$ cat src/rtl/cordic_vector.sv
// Iterative vectoring-mode CORDIC: atan2(y,x) in Q9.7 degrees plus magnitude, one operation in flight.
// Define CORDIC_GAIN_COMP_EN to add a GAIN state that scales mag by ~1/K (one extra cycle of latency).
module cordic_vector #(
    parameter int W     = 16,
    parameter int ITERS = 14,
    parameter int GW    = 3
) (
    input  logic                clk,
    input  logic                rst,
    input  logic                in_valid,
    output logic                in_ready,
    input  logic signed [W-1:0] x_in,
    input  logic signed [W-1:0] y_in,
    output logic                out_valid,
    input  logic                out_ready,
    output logic signed [15:0]  angle,
    output logic [W:0]          mag
);
    localparam int IW = W + GW + 1;
    // z may overshoot a half turn by the sum of all atan steps, so it carries two extra bits
    localparam int ZW = 18;
    localparam logic signed [ZW-1:0] HALF_TURN = 18'sd23040;

    typedef enum logic [2:0] {IDLE, PRE, ITER, POST, GAIN, DONE} state_t;

    state_t state, state_nx;
    logic [3:0] iter;

    logic signed [W-1:0]  x_raw, y_raw;
    logic signed [IW-1:0] x_ext, y_ext;
    logic signed [IW-1:0] x_acc, y_acc;
    logic signed [IW-1:0] x_shr, y_shr;
    logic signed [IW-1:0] x_next, y_next;
    logic signed [ZW-1:0] z_acc, z_next, atan_i;
    logic                 dir;
    logic                 force_zero, force_pi;

    function automatic logic signed [ZW-1:0] atan_rom(input logic [3:0] i);
        case (i)
            4'd0:    atan_rom = 18'sd5760;
            4'd1:    atan_rom = 18'sd3400;
            4'd2:    atan_rom = 18'sd1797;
            4'd3:    atan_rom = 18'sd912;
            4'd4:    atan_rom = 18'sd458;
            4'd5:    atan_rom = 18'sd229;
            4'd6:    atan_rom = 18'sd115;
            4'd7:    atan_rom = 18'sd57;
            4'd8:    atan_rom = 18'sd29;
            4'd9:    atan_rom = 18'sd14;
            4'd10:   atan_rom = 18'sd7;
            4'd11:   atan_rom = 18'sd4;
            4'd12:   atan_rom = 18'sd2;
            4'd13:   atan_rom = 18'sd1;
            default: atan_rom = 18'sd0;
        endcase
    endfunction

    function automatic logic signed [15:0] sat_angle(input logic signed [ZW-1:0] z);
        logic signed [ZW-1:0] zs;
        if (z > HALF_TURN)
            zs = HALF_TURN;
        else if (z < -HALF_TURN)
            zs = -HALF_TURN;
        else
            zs = z;
        sat_angle = zs[15:0];
    endfunction

`ifdef CORDIC_GAIN_COMP_EN
    // 1/K ~ 0.60725 approximated as 2^-1 + 2^-3 - 2^-6 - 2^-9 + 2^-13
    function automatic logic [W:0] gain_comp(input logic signed [IW-1:0] v);
        logic signed [IW-1:0] g;
        g = (v >>> 1) + (v >>> 3) - (v >>> 6) - (v >>> 9) + (v >>> 13);
        gain_comp = g[W:0];
    endfunction
`endif

    assign x_ext = {{(GW+1){x_raw[W-1]}}, x_raw};
    assign y_ext = {{(GW+1){y_raw[W-1]}}, y_raw};

    assign dir    = ~y_acc[IW-1];
    assign y_shr  = y_acc >>> iter;
    assign x_shr  = x_acc >>> iter;
    assign atan_i = atan_rom(iter);
    assign x_next = dir ? (x_acc + y_shr) : (x_acc - y_shr);
    assign y_next = dir ? (y_acc - x_shr) : (y_acc + x_shr);
    assign z_next = dir ? (z_acc + atan_i) : (z_acc - atan_i);

    assign in_ready  = (state == IDLE);
    assign out_valid = (state == DONE);

    always_comb begin
        state_nx = state;
        case (state)
            IDLE: if (in_valid) state_nx = PRE;
            PRE:  state_nx = ITER;
            ITER: if (iter == 4'(ITERS - 1)) state_nx = POST;
`ifdef CORDIC_GAIN_COMP_EN
            POST: state_nx = GAIN;
`else
            POST: state_nx = DONE;
`endif
            GAIN: state_nx = DONE;
            DONE: if (out_ready) state_nx = IDLE;
            default: state_nx = IDLE;
        endcase
    end

    // Datapath: operand capture, pre-rotation into the right half-plane, micro-rotations
    always_ff @(posedge clk) begin
        if (state == IDLE && in_valid) begin
            x_raw <= x_in;
            y_raw <= y_in;
        end
        case (state)
            PRE: begin
                if (x_raw < 0) begin
                    x_acc <= -x_ext;
                    y_acc <= -y_ext;
                    z_acc <= (y_raw >= 0) ? HALF_TURN : -HALF_TURN;
                end else begin
                    x_acc <= x_ext;
                    y_acc <= y_ext;
                    z_acc <= '0;
                end
                force_zero <= (x_raw == 0) && (y_raw == 0);
                force_pi   <= (y_raw == 0) && (x_raw < 0);
            end
            ITER: begin
                x_acc <= x_next;
                y_acc <= y_next;
                z_acc <= z_next;
            end
            default: ;
        endcase
    end

    always_ff @(posedge clk or posedge rst) begin
        if (rst) begin
            state <= IDLE;
            iter  <= '0;
            angle <= '0;
            mag   <= '0;
        end else begin
            state <= state_nx;
            iter  <= (state == ITER) ? iter + 4'd1 : 4'd0;
            if (state == POST) begin
                // The negative real axis and the origin would otherwise land a few LSB off
                if (force_zero)
                    angle <= '0;
                else if (force_pi)
                    angle <= 16'sd23040;
                else
                    angle <= sat_angle(z_acc);
`ifndef CORDIC_GAIN_COMP_EN
                mag <= x_acc[W:0];
`endif
            end
`ifdef CORDIC_GAIN_COMP_EN
            if (state == GAIN)
                mag <= gain_comp(x_acc);
`endif
        end
    end

endmodule

$ cat config.mk
export PLATFORM = sky130hd
export DESIGN_NAME = cordic_vector
export DESIGN_NICKNAME = d
export VERILOG_FILES = /design/src/rtl/cordic_vector.sv
export SDC_FILE = /design/constraint.sdc
export NUM_CORES = 1
export LEC_CHECK = 0
export CORE_MARGIN = 2
export CORE_UTILIZATION = 55
export CTS_CLUSTER_DIAMETER = 50
export DETAILED_ROUTE_END_ITERATION = 16
export DONT_BUFFER_PORTS = 1
export PLACE_DENSITY = 0.72
export SETUP_SLACK_MARGIN = 0.5
export SYNTH_ARGS = -nofsm -noshare
export SYNTH_HDL_FRONTEND = slang
export SYNTH_SLANG_ARGS = --single-unit
$ cat constraint.sdc
create_clock -name clk -period 4.7 [get_ports clk]
set_clock_uncertainty 0.2 [all_clocks]
set_input_delay 0.94 -clock clk [delete_from_list [all_inputs] [get_ports clk]]
set_output_delay 0.94 -clock clk [all_outputs]
set_load 0.05 [all_outputs]
==> flow_metrics.py <==
metrics = {
    "outcome": {
        "outcome": "complete, but fails checks",
        "failed_checks": "setup timing",
    },
    "clock_network": {
        "clock_sink_count": 132,
        "htree_levels": 4,
        "cts.clk_slew.worst_paths_ns": 0.07,
        "cts_buffer_depth": 2,
        "cts_buffers": 17,
        "cts_root_buf": "clkbuf_16",
        "cts_tree": "built",
        "clk_latency_ns": 0.44,
    },
    "synthesis": {
        "synth_fa_ha_area_frac": 0.0817,
        "synthesis.nets": 1335,
        "synth_cell_types": 85,
        "synthXorXnorAreaFrac": 0.0857,
        "synth_area_per_cell_um2": 9.48,
        "synth_area_mm2": 0.0116,
        "yosys.area_share.simple": 0.150,
        "synth_compound_area_frac": 0.177,
        "muxShareOfSynthArea": 0.141,
        "netlist_instances": 1225,
        "yosys_warnings": 0,
        "synth_seq_cells": 132,
        "yosysSeqAreaShare": 0.324,
        "synth_top_family_by_area": "compound AO/OA/AOI/OAI gates",
        "async_reset_ff_frac": 0.303,
        "synth_edf_count": 92,
        "ys.flop_type": "edfxtp_1",
    },
    "global_route": {
        "antenna_found_initial": 0,
        "grt_usage": 0.336,
        "grt_overflow_total": 0,
        "grt_start_max_net_pins": 57,
        "grt_pass1_wl_um": 58400,
        "first_global_vias": 10900,
    },
    "cells_and_area": {
        "drive_above_1_share": 0.368,
        "layoutNonFillerInstCount": 1747,
        "final_cell_mix": "buf_4 (248), nor2_1 (102), nand2_1 (101)",
        "fin_nets": 1569,
        "num-fill-cells": 1302,
        "area_delta_synth_final_pct": 32.9,
        "insertedDiodeCount": 0,
        "final_common_cell": "buf_4",
    },
    "placement": {
        "place_congestion": 0.933,
        "dp.cells": 1628,
        "place_hpwl_um": 24800,
        "portBuffers": 0,
    },
    "setup_path": {
        "path_max_fanout": 8,
        "worst_ep_arrival_time_ns": 5.03,
        "cp-start-kind": "flop",
        "required_ns": 4.70,
        "end_kind": "flop",
        "timing_worst_setup_path_type": "flop to flop",
    },
    "sta": {
        "rsz0062_at_grt": "yes",
        "slew_headroom": 0.358,
        "finalCritPeriodShare": 1.07,
        "min_period_ns": 5.03,
        "setup_viol": 20,
        "finalHoldViolCount": 0,
        "worstMarginPinSlew_ns": 0.962,
        "drv_slew": 0,
        "max_freq_mhz": 199,
        "setup_slack_ns": -0.331,
    },
    "flow_run": {
        "cap_violations": 0,
    },
    "routing": {
        "drt_wl_total_um": 38800,
        "drt_iter0_markers": 1274,
        "post-route-drc-count": 0,
        "dr.pass1.iters": 6,
        "vias": 11400,
        "wire_per_inst_um": 22.2,
        "ant_nets": 0,
        "routed_via_density": 6.52,
    },
    "floorplanning": {
        "core_area_mm2": 0.0209,
        "die_h_um": 149,
        "die_w_um": 149,
        "rows": 53,
        "dieArea_mm2": 0.0223,
        "ioPinCount": 71,
        "start_util": 0.556,
    },
    "min_path": {
        "min_path_type": "flop to flop",
    },
}
-- logic make-up (layout without fill, tap and decap cells) --
kind of cell	after synthesis	in the layout
flops	132	132
mux	110	110
buf+inv	108	355
simple gates	369	369
fa+ha+maj	74	74
compound gates	320	320
xor+xnor	112	112
-- synth_stat cells (all sizes together) (17+ instances only) --
cell type | instances | area [µm²]
nor2 | 116 | 438
mux4 | 39 | 878
edfxtp | 92 | 2760
clkbuf | 33 | 124
a21o | 19 | 143
nor3 | 32 | 170
mux2 | 31 | 353
buf | 29 | 180
a21oi | 77 | 389
mux2i | 40 | 400
o21ai | 87 | 435
or3 | 17 | 111
xor2 | 53 | 464
ha | 71 | 888
dfrtp | 40 | 1000
nand2 | 108 | 405
xnor2 | 58 | 508
inv | 46 | 173
a31oi | 21 | 131
nand3 | 18 | 95.1
-- per-layer routing --
layer  wire length [µm]  track usage  share of wire
met2              18400        0.547           0.47
met1              14900        0.441           0.38
met5                  0            0              0
met4               1860        0.150          0.048
met3               3690       0.0581          0.095
-- registers in the layout, indices dropped and copies added, names as in the netlist --
signal / flops
angle: 16
force_pi: 1
force_zero: 1
iter: 4
mag: 17
state: 3
x_acc: 20
x_raw: 16
y_acc: 20
y_raw: 16
z_acc: 18
-- final timing paths --
check	slack [ns]	start	depth (start not counted)	endpoint
worst min register to register	0.35	z_acc[7]$_SDFFCE_PN0P_	1	angle[7]$_DFFE_PP0N_
max in group asynchronous	3.20	rst	1	iter[0]$_DFF_PP0_
worst min-delay path	0.35	z_acc[7]$_SDFFCE_PN0P_	1	angle[7]$_DFFE_PP0N_
min in group asynchronous	0.39	rst	1	angle[8]$_DFFE_PP0N_
worst max-delay path	-0.33	iter[0]$_DFF_PP0_	19	y_acc[17]$_DFFE_PP_
worst max register to register	-0.33	iter[0]$_DFF_PP0_	19	y_acc[17]$_DFFE_PP_
-- layout make-up --
type	instances	area [µm²]	area share
multi-input combinational	985	8290	0.538
inverter	46	180	0.0117
timing repair buffer	277	2250	0.146
tap	275	344	0.0223
clock inverter	14	140	0.00908
sequential	132	3770	0.244
clock buffer	18	450	0.0292
-- stage by stage --
stage | hold slack (ns) | setup slack, ns | util | TNS, ns | cell area [µm²]
after detailed placement | 0.319 | -0.279 | 0.635 | -2.13 | 13300
after floorplan | 0.293 | 0.132 | - | 0 | 11800
after global placement | 0.320 | -0.148 | 0.635 | -0.781 | 13300
after CTS | 0.334 | -0.0658 | 0.710 | -0.238 | 14800
after global routing | 0.362 | -0.559 | 0.739 | -7.41 | 15400
final | 0.346 | -0.331 | 0.739 | -2.95 | 15400
-- worst max-delay path, stage by stage (launching register included) --
cell and delay, ns:
dfrtp_4 0.54, buf_4 0.16, buf_6 0.12, buf_4 0.13
mux4_2 0.44, mux4_2 0.53, a21oi_4 0.20, and3_4 0.21
nor2_1 0.05, xor2_1 0.16, ha_1 0.36, nand4_1 0.15
nor4_2 0.23, nor2_1 0.15, a31oi_1 0.20, and4_4 0.28
nor3_2 0.05, or3_1 0.32, xnor2_1 0.13, a21o_1 0.17
-- timing repair --
action / 4_1_cts / 5_1_grt
gates resized for setup: 113 / 85
hold buffers: 0 / 0
cloned: 1 / 1
pin swaps: 72 / 70
buffers inserted: 58 / 27
endpoints found under the setup margin: 36 / 41
Power is left out: the tool's default activity adds up to more than one toggle a clock period on the data nets, which glitch-free logic cannot reach.
